[config.mk]
export PLATFORM = sky130hd
export DESIGN_NAME = pwm_deadtime_output
export DESIGN_NICKNAME = d
export VERILOG_FILES = /design/src/rtl/pwm_deadtime_output.sv
export SDC_FILE = /design/constraint.sdc
export NUM_CORES = 1
export LEC_CHECK = 0
export BUFFER_PORTS_ARGS = -buffer_cell sky130_fd_sc_hd__clkbuf_2
export CAP_MARGIN = 20
export CORE_MARGIN = 2
export CORE_UTILIZATION = 52
export CTS_BUF_LIST = sky130_fd_sc_hd__clkbuf_8 sky130_fd_sc_hd__clkbuf_16
export CTS_CLUSTER_SIZE = 16
export DETAILED_ROUTE_END_ITERATION = 8
export PLACE_DENSITY = 0.71
export SETUP_SLACK_MARGIN = 0.2
export SYNTH_ARGS = -nofsm -noshare
export SYNTH_HDL_FRONTEND = slang
export SYNTH_SLANG_ARGS = --single-unit
[constraint.sdc]
create_clock -name clk -period 5.2 [get_ports clk]
set_clock_uncertainty 0.1 [all_clocks]
set_input_delay 0.52 -clock clk [delete_from_list [all_inputs] [get_ports clk]]
set_output_delay 0.52 -clock clk [all_outputs]
set_load 0.02 [all_outputs]
[src/rtl/pwm_deadtime_output.sv]
// Multi-channel complementary PWM with dead-time insertion. One shared period
// counter (sawtooth or triangle); duty, dead time and mode latch only at count zero.
module pwm_deadtime_output #(
  parameter int WIDTH    = 10,
  parameter int CHANNELS = 2,
  parameter int DT_WIDTH = 6
) (
  input  logic                      clk,
  input  logic                      reset_n,
  input  logic                      enable,
  input  logic                      center_mode,
  input  logic [CHANNELS*WIDTH-1:0] set,
  input  logic [DT_WIDTH-1:0]       deadtime,
  output logic [CHANNELS-1:0]       outh,
  output logic [CHANNELS-1:0]       outl,
  output logic                      period_start
);

  typedef enum logic [2:0] {
    ST_OFF    = 3'd0,
    ST_LOW    = 3'd1,
    ST_DEAD_R = 3'd2,
    ST_HIGH   = 3'd3,
    ST_DEAD_F = 3'd4
  } state_t;

  localparam logic [WIDTH-1:0]    CNT_ZERO = {WIDTH{1'b0}};
  localparam logic [WIDTH-1:0]    CNT_ONE  = {{(WIDTH-1){1'b0}}, 1'b1};
  localparam logic [WIDTH-1:0]    CNT_MAX  = {WIDTH{1'b1}};
  localparam logic [DT_WIDTH-1:0] DT_ZERO  = {DT_WIDTH{1'b0}};
  localparam logic [DT_WIDTH-1:0] DT_ONE   = {{(DT_WIDTH-1){1'b0}}, 1'b1};

  logic [WIDTH-1:0]    count_r;
  logic                dir_r;
  logic                mode_r;
  logic [DT_WIDTH-1:0] dt_goal_r;
  logic [WIDTH-1:0]    goal_r [CHANNELS];
  state_t              state_r [CHANNELS];
  logic [DT_WIDTH-1:0] dtc_r [CHANNELS];
  logic [CHANNELS-1:0] raw_s;
  logic                at_zero_s;

  assign at_zero_s = (count_r == CNT_ZERO);

  // Shared period counter: sawtooth in edge mode, 0..max..1 triangle in center mode
  always_ff @(posedge clk or negedge reset_n) begin
    if (!reset_n) begin
      count_r <= CNT_ZERO;
      dir_r   <= 1'b1;
    end else if (!enable) begin
      count_r <= CNT_ZERO;
      dir_r   <= 1'b1;
    end else if (!mode_r) begin
      count_r <= count_r + CNT_ONE;
      dir_r   <= 1'b1;
    end else if (dir_r || at_zero_s) begin
      if (count_r == CNT_MAX) begin
        count_r <= CNT_MAX - CNT_ONE;
        dir_r   <= 1'b0;
      end else begin
        count_r <= count_r + CNT_ONE;
        dir_r   <= 1'b1;
      end
    end else begin
      count_r <= count_r - CNT_ONE;
      dir_r   <= (count_r == CNT_ONE);
    end
  end

  // Shadow registers; also reloaded every cycle while disabled since count sits at zero
  always_ff @(posedge clk or negedge reset_n) begin
    if (!reset_n) begin
      dt_goal_r    <= DT_ZERO;
      mode_r       <= 1'b0;
      period_start <= 1'b0;
      for (int i = 0; i < CHANNELS; i++) goal_r[i] <= CNT_ZERO;
    end else begin
      period_start <= enable && at_zero_s;
      if (at_zero_s) begin
        dt_goal_r <= deadtime;
        mode_r    <= center_mode;
        for (int i = 0; i < CHANNELS; i++) goal_r[i] <= set[i*WIDTH +: WIDTH];
      end else begin
        dt_goal_r <= dt_goal_r;
        mode_r    <= mode_r;
      end
    end
  end

  // Per-channel demand compare
  always_comb begin
    raw_s = {CHANNELS{1'b0}};
    for (int i = 0; i < CHANNELS; i++) raw_s[i] = (count_r < goal_r[i]);
  end

  // Per-channel gate FSM; outputs are registered alongside the state
  always_ff @(posedge clk or negedge reset_n) begin
    if (!reset_n) begin
      outh <= {CHANNELS{1'b0}};
      outl <= {CHANNELS{1'b0}};
      for (int i = 0; i < CHANNELS; i++) begin
        state_r[i] <= ST_OFF;
        dtc_r[i]   <= DT_ZERO;
      end
    end else begin
      for (int i = 0; i < CHANNELS; i++) begin
        if (!enable) begin
          state_r[i] <= ST_OFF;
          outh[i]    <= 1'b0;
          outl[i]    <= 1'b0;
        end else begin
          case (state_r[i])
            ST_OFF: begin
              state_r[i] <= ST_LOW;
              outh[i]    <= 1'b0;
              outl[i]    <= 1'b1;
            end
            ST_LOW: begin
              if (raw_s[i] && dt_goal_r == DT_ZERO) begin
                state_r[i] <= ST_HIGH;
                outh[i]    <= 1'b1;
                outl[i]    <= 1'b0;
              end else if (raw_s[i]) begin
                state_r[i] <= ST_DEAD_R;
                dtc_r[i]   <= dt_goal_r - DT_ONE;
                outh[i]    <= 1'b0;
                outl[i]    <= 1'b0;
              end else begin
                outh[i] <= 1'b0;
                outl[i] <= 1'b1;
              end
            end
            ST_DEAD_R: begin
              // A demand pulse shorter than the dead time is swallowed here
              if (!raw_s[i]) begin
                state_r[i] <= ST_LOW;
                outh[i]    <= 1'b0;
                outl[i]    <= 1'b1;
              end else if (dtc_r[i] == DT_ZERO) begin
                state_r[i] <= ST_HIGH;
                outh[i]    <= 1'b1;
                outl[i]    <= 1'b0;
              end else begin
                dtc_r[i] <= dtc_r[i] - DT_ONE;
                outh[i]  <= 1'b0;
                outl[i]  <= 1'b0;
              end
            end
            ST_HIGH: begin
              if (!raw_s[i] && dt_goal_r == DT_ZERO) begin
                state_r[i] <= ST_LOW;
                outh[i]    <= 1'b0;
                outl[i]    <= 1'b1;
              end else if (!raw_s[i]) begin
                state_r[i] <= ST_DEAD_F;
                dtc_r[i]   <= dt_goal_r - DT_ONE;
                outh[i]    <= 1'b0;
                outl[i]    <= 1'b0;
              end else begin
                outh[i] <= 1'b1;
                outl[i] <= 1'b0;
              end
            end
            ST_DEAD_F: begin
              if (raw_s[i]) begin
                state_r[i] <= ST_HIGH;
                outh[i]    <= 1'b1;
                outl[i]    <= 1'b0;
              end else if (dtc_r[i] == DT_ZERO) begin
                state_r[i] <= ST_LOW;
                outh[i]    <= 1'b0;
                outl[i]    <= 1'b1;
              end else begin
                dtc_r[i] <= dtc_r[i] - DT_ONE;
                outh[i]  <= 1'b0;
                outl[i]  <= 1'b0;
              end
            end
            default: begin
              state_r[i] <= ST_OFF;
              outh[i]    <= 1'b0;
              outl[i]    <= 1'b0;
            end
          endcase
        end
      end
    end
  end

endmodule

Word-level counts from Yosys, hierarchy flattened
Index checks and enable logic that the tools add are counted.
{"block": "totals", "out_inout_bits": 5, "ff_bits": 61, "input_bits": 30}
{"block": "classes", "reduce_logical": 20, "eq_ne": 30, "mux": 70, "n_addsub": 5, "order_cmp": 2}
{"operator": "2-to-1 mux 6 bit", "n": 14}
{"operator": "2-to-1 mux 3 bit", "n": 18}
{"operator": "one-hot mux 6 bit (4 select lines)", "n": 2}
{"operator": "2-to-1 mux 10 bit", "n": 4}
{"operator": "!= test 4 bit, second input constant", "n": 8}
{"operator": "one-hot mux 3 bit (5 select lines)", "n": 2}
{"operator": "2-to-1 mux 1 bit", "n": 26}
{"operator": "!= test 2 bit, second input constant", "n": 12}
{"operator": "< comparator 10 bit", "n": 2}
{"operator": "logical NOT 6 bit", "n": 3}
{"operator": "subtractor 6 x 1 -> 6 bit, second input constant", "n": 3}
{"operator": "AND reduction 8 bit", "n": 2}
{"operator": "equality test 3 x 2 -> 1 bit, second input constant", "n": 4}
{"operator": "adder 10 x 1 -> 10 bit, second input constant", "n": 1}
{"operator": "equality test 10 x 1 -> 1 bit, second input constant", "n": 1}
{"operator": "equality test 10 bit, second input constant", "n": 1}
{"operator": "logical NOT 10 bit", "n": 1}
{"operator": "one-hot mux 1 bit (5 select lines)", "n": 2}
{"operator": "subtractor 10 x 1 -> 10 bit, second input constant", "n": 1}
{"operator": "one-hot mux 1 bit (4 select lines)", "n": 2}
{"operator": "AND reduction 4 bit", "n": 2}
{"operator": "nonzero test 4 bit", "n": 2}
{"operator": "equality test 3 x 1 -> 1 bit, second input constant", "n": 2}
{"operator": "equality test 3 bit, second input constant", "n": 2}
{"operator": "4 further kinds", "n": 10}

Longest topological paths before layout
{"block": "depth", "depth_word": 6, "depth_mapped": 11, "mapped_depth_nobuf": 9}

Least setup slack after synthesis
OpenSTA, ideal clock, no wires.
{"block": "synth_path", "path_kind": "register to register", "startpoint": "register count_r[7]", "endpoint": "register dtc_r[8] (netlist bit)", "t_arrival_ps": 2692, "synth_period_minus_slack_ps": 2918, "stages_incl_launch_ff": 11, "path_buffers": 3, "setup_slack_ps": 2282, "cell_sequence": "dfrtp_1 ha_1 a211oi_2 nor2_1 or3_1 buf_2 or4_4 buf_6 and2_4 buf_6 a221o_1"}
{"block": "synth_between", "elab_chain_cells": 5}
{"element": "start: declaration", "line_no": "33", "text": "logic [WIDTH-1:0] count_r;"}
{"element": "start signal: assignment", "line_no": "54", "text": "count_r <= count_r + CNT_ONE;"}
{"element": "start signal: assignment", "line_no": "58", "text": "count_r <= CNT_MAX - CNT_ONE;"}
{"element": "start signal: assignment", "line_no": "61", "text": "count_r <= count_r + CNT_ONE;"}
{"element": "< comparator 10 bit *", "line_no": "93", "text": "for (int i = 0; i < CHANNELS; i++) raw_s[i] = (count_r < goal_r[i]);"}
{"element": "logical NOT 1 bit"}
{"element": "logical AND 1 bit", "line_no": "150", "text": "if (!raw_s[i] && dt_goal_r == DT_ZERO) begin"}
{"element": "!= test 2 bit (no line)"}
{"element": "AND reduction 8 bit (no line) *"}
{"element": "end signal: indexed assignment", "line_no": "144", "text": "dtc_r[i] <= dtc_r[i] - DT_ONE;"}
{"element": "end signal: indexed assignment", "line_no": "156", "text": "dtc_r[i] <= dt_goal_r - DT_ONE;"}
{"element": "end signal: indexed assignment", "line_no": "174", "text": "dtc_r[i] <= dtc_r[i] - DT_ONE;"}
{"element": "end: declaration", "line_no": "39", "text": "logic [DT_WIDTH-1:0] dtc_r [CHANNELS];"}
Every way passes the cells marked *; elsewhere a longest branch is shown, timed or not.
A chain may end at the register's enable or synchronous reset.

Final worst setup path
{"block": "layout_path", "startpoint": "register count_r[7]", "endpoint": "register dtc_r[1] (netlist bit)"}
The elaborated chain is that of the path after synthesis.

==> results.md <==
Detailed routing:
- For this run, design rule violations remaining after detail routing come to 0.
- The per-cell via count in the routed design is 5.79.
- The average wire per cell in the routed design is about 15 µm.
- Summed over all layers, the routed wires come to about 8.3 mm.
- In this run the remaining antenna-violating nets after routing total 0.
- The number of search-and-repair iterations in the first detailed-routing pass is 5.
- The detailed router finished its first iteration with roughly 210 violations.
- The detailed-route via count is between 3k and 4k.

Logic synthesis:
- The number of enable-type register cells in the synthesized netlist is 0.
- The leading area contributor after synthesis is dfrtp_1.
- The average instance in the mapped netlist occupies 9.36 µm².
- The area of the mapped netlist is roughly 4000 µm².
- The number of unique standard cell types used by synthesis is 57.
- After synthesis the netlist holds a flip-flop and latch count of 61.
- The number of nets in the synthesized netlist is about 470.
- In the post-synthesis netlist, the biggest area contributors are dfrtp_1, ha_1, mux2_2.
- The post-synthesis sequential area ratio is 0.393.
- The share of synthesized area in the top cell type comes to 0.387.
- Yosys printed 0 warnings.
- Synthesis produced 415 cells.
- The most used flip-flop cell after synthesis is dfrtp_1.
- After synthesis, the share of flip-flops with an asynchronous set or reset is 1.00.

STA:
- The clock period minus final worst setup slack is about 3 ns.
- Setup violations remaining at the end of the flow were counted as 0.
- The final number of hold-violating endpoints is 0.
- Setup repair after global routing left no endpoint under its margin.
- Measured against its own limit, the worst slew margin works out to 0.402.
- The slew at the pin with the worst max-slew slack is between 0.8 and 0.9 ns.
- The final count of pins violating max slew was 0.
- The total negative slack is 0 ns.
- Static timing analysis puts the maximum clock frequency at between 0.3 and 0.4 GHz.
- The share of the clock period used by the worst path is 0.595.

Placement:
- The placed wire-length estimate after detailed placement is 5.91 mm.
- The number of port buffers is 34.
- The routability-driven placement congestion ratio is 0.862.

Floorplanning:
- The die is roughly 90 µm wide.
- The die is roughly 90 µm tall.
- The initial core utilization is 0.535.
- The count of standard-cell rows is 31.
- For this design the top-level I/O count stands at 35.
- In this run the standard cell core region covers between 7000 and 8000 µm².
- The floorplan die area is just over 8000 µm².

Layout:
- The final layout contains 497 nets.
- The share of post-route cells with drive strength above 1 is 0.200.
- The library cells used most frequently in the layout, excluding fill and tap cells, are dfrtp_1, nor2_1, inv_1, clkbuf_2, mux2_2.
- The layout filler cell count is ~650.
- The relative area change from synthesis to final layout is 10.9%.
- The core utilization of the finished layout is 0.594.
- Leaving out fill and tap cells, the most frequent cell in the layout is dfrtp_1.
- 0 antenna diodes ended up in the layout.

Clock network:
- For this design, the CTS-stage hold fixing added 0 buffers.
- The maximum buffer depth of the clock tree is 2.
- Gates resized during post-CTS repair numbered 0.
- The root buffer selected by CTS is clkbuf_8.
- After clock tree synthesis, the clock-pin slew on the worst setup and hold paths is about 0.07 ns.
- Clock tree synthesis inserted a total of 9 buffers.
- The number of setup buffers added after CTS is 0.
- TritonCTS built the clock tree.
- The clock latency at the later pin of the worst-skew pair is ~0.35 ns.
- The clock tree synthesis step divided the H-tree into 3 levels.
- Clock tree synthesis found a total of 61 sinks.

Critical path:
- Data arrives at the worst endpoint at around 3.3 ns.
- The endpoint class of the critical path is a register.
- In this run the worst path has a maximum fanout of 9.
- The critical path class is register to register.
- The data required time at the worst endpoint is around 5.4 ns.
- The worst setup path is launched from a register.

Min path:
- The class of the tightest hold or removal check is input port to async pin.

GRT:
- For met3 alone, demand over resource in global routing was 0.0526.
- The busiest layer in global routing is met1.
- The maximum number of pins on one net before global-route repair is 62.
- The wire length of the first global-routing pass is around 15 mm.
- The number of antenna violations at the first check in global routing was 0.
- The global-route congestion overflow total is 0.
- The met1 track utilization from global routing is 0.324.
- The met2 track demand over resource is 0.323.
- The overall global routing resource usage is 0.222.
- The number of global-route vias before repair is 3112.

Power and ir drop:
- The highest ir drop seen on vdd is between 200 and 250 µV.
- Dividing total power by cell area gives a power density of 376 nW/µm².
- The leakage power total is about 2 nW.

Status:
- The flow ran to the end, and the final reports show no timing, DRC or antenna violations.

Flow run:
- The max-cap violation count is 0.
-- through the flow --
step           cells  total power [W]  area [µm²]  setup slack, ns  hold WS [ns]
2_1_floorplan    415          0.00107        3880             2.28         0.124
3_3_place_gp     529          0.00117        4100             2.18         0.390
3_5_place_dp     529          0.00119        4100             2.14         0.394
4_1_cts          545          0.00163        4310             2.13         0.268
5_1_grt          545          0.00174        4310             1.87         0.286
6_report         545          0.00162        4310             2.11         0.233
-- flip-flops by register name, summed over array words and instances, names as in the netlist --
| register | count |
|---|---|
| dt_goal_r | 6 |
| mode_r | 1 |
| outl | 2 |
| state_r | 6 |
| goal_r | 20 |
| count_r | 10 |
| dir_r | 1 |
| period_start | 1 |
| dtc_r | 12 |
| outh | 2 |
-- worst max-delay path, stage by stage (launching register included) --
cell,delay [ns]
dfrtp_1,0.50
ha_1,0.36
a211oi_1,0.25
nor2_1,0.08
nor3_1,0.72
a211o_1,0.29
inv_1,0.12
nor2_1,0.36
mux2i_1,0.23
-- path summary, 6_finish.rpt --
| path | depth (start not counted) | from | end | slack, ns |
|---|---|---|---|---|
| setup / recovery | 8 | count_r[7] | dtc_r[1] | 2.11 |
| hold / removal | 2 | reset_n | goal_r[19] | 0.23 |
| setup reg to reg | 8 | count_r[7] | dtc_r[1] | 2.11 |
| hold reg to reg | 1 | goal_r[14] | goal_r[14] | 0.41 |
| max in group asynchronous | 2 | reset_n | dtc_r[0] | 4.26 |
| min in group clk | 2 | set[5] | goal_r[15] | 0.30 |
-- Yosys cell counts, types with 3 or more instances --
| cell | count |
|---|---|
| nand2b_1 | 11 |
| clkbuf_1 | 14 |
| o22a_1 | 4 |
| xor2_1 | 6 |
| ha_1 | 26 |
| o2bb2ai_1 | 4 |
| buf_1 | 3 |
| a31oi_1 | 3 |
| inv_1 | 36 |
| a41oi_1 | 3 |
| nand3_1 | 14 |
| a21o_1 | 3 |
| nor2b_1 | 5 |
| xnor2_1 | 10 |
| mux2_2 | 28 |
| and3_1 | 4 |
| a211oi_1 | 12 |
| dfrtp_1 | 60 |
| nand3b_1 | 3 |
| o311ai_0 | 3 |
| nor3b_1 | 3 |
| a21oi_1 | 19 |
| nor2_1 | 39 |
| a221oi_1 | 5 |
| or3_1 | 3 |
| nor3_1 | 12 |
| o21ai_0 | 22 |
| nand2_1 | 17 |
| nand4_1 | 6 |
-- area by class of cell --
cell class | count | area [µm²] | area share
timing repair buffer | 36 | 185 | 0.0430
multi-input combinational | 297 | 2120 | 0.493
tap | 99 | 124 | 0.0288
clock inverter | 6 | 71.3 | 0.0166
inverter | 36 | 135 | 0.0314
clock buffer | 10 | 138 | 0.0320
sequential | 61 | 1530 | 0.355
-- cells by family after synthesis --
family,after synthesis,synth area share
multiplexers,30,0.0863
adder cells (fa/ha/maj),26,0.0838
AO/OA/AOI/OAI,98,0.175
AND/OR/NAND/NOR,127,0.166
flip-flops,61,0.393
buffers and inverters,57,0.0596
XOR/XNOR,16,0.0361
-- report_power, final --
group,switching [W],internal (W)
Sequential,0.000100,0.000583
Combinational,0.000259,0.000234
Clock,0.000207,0.000237
Total,0.000566,0.00105
-- routing by layer --
metal	wire [µm]	up-vias	part of all wire
met4	110	0	0.013
met5	0	-	0
met2	3710	108	0.45
met1	4010	1490	0.48
li1	-	1547	-
met3	450	11	0.054
Power figures use the tool's default switching activity.
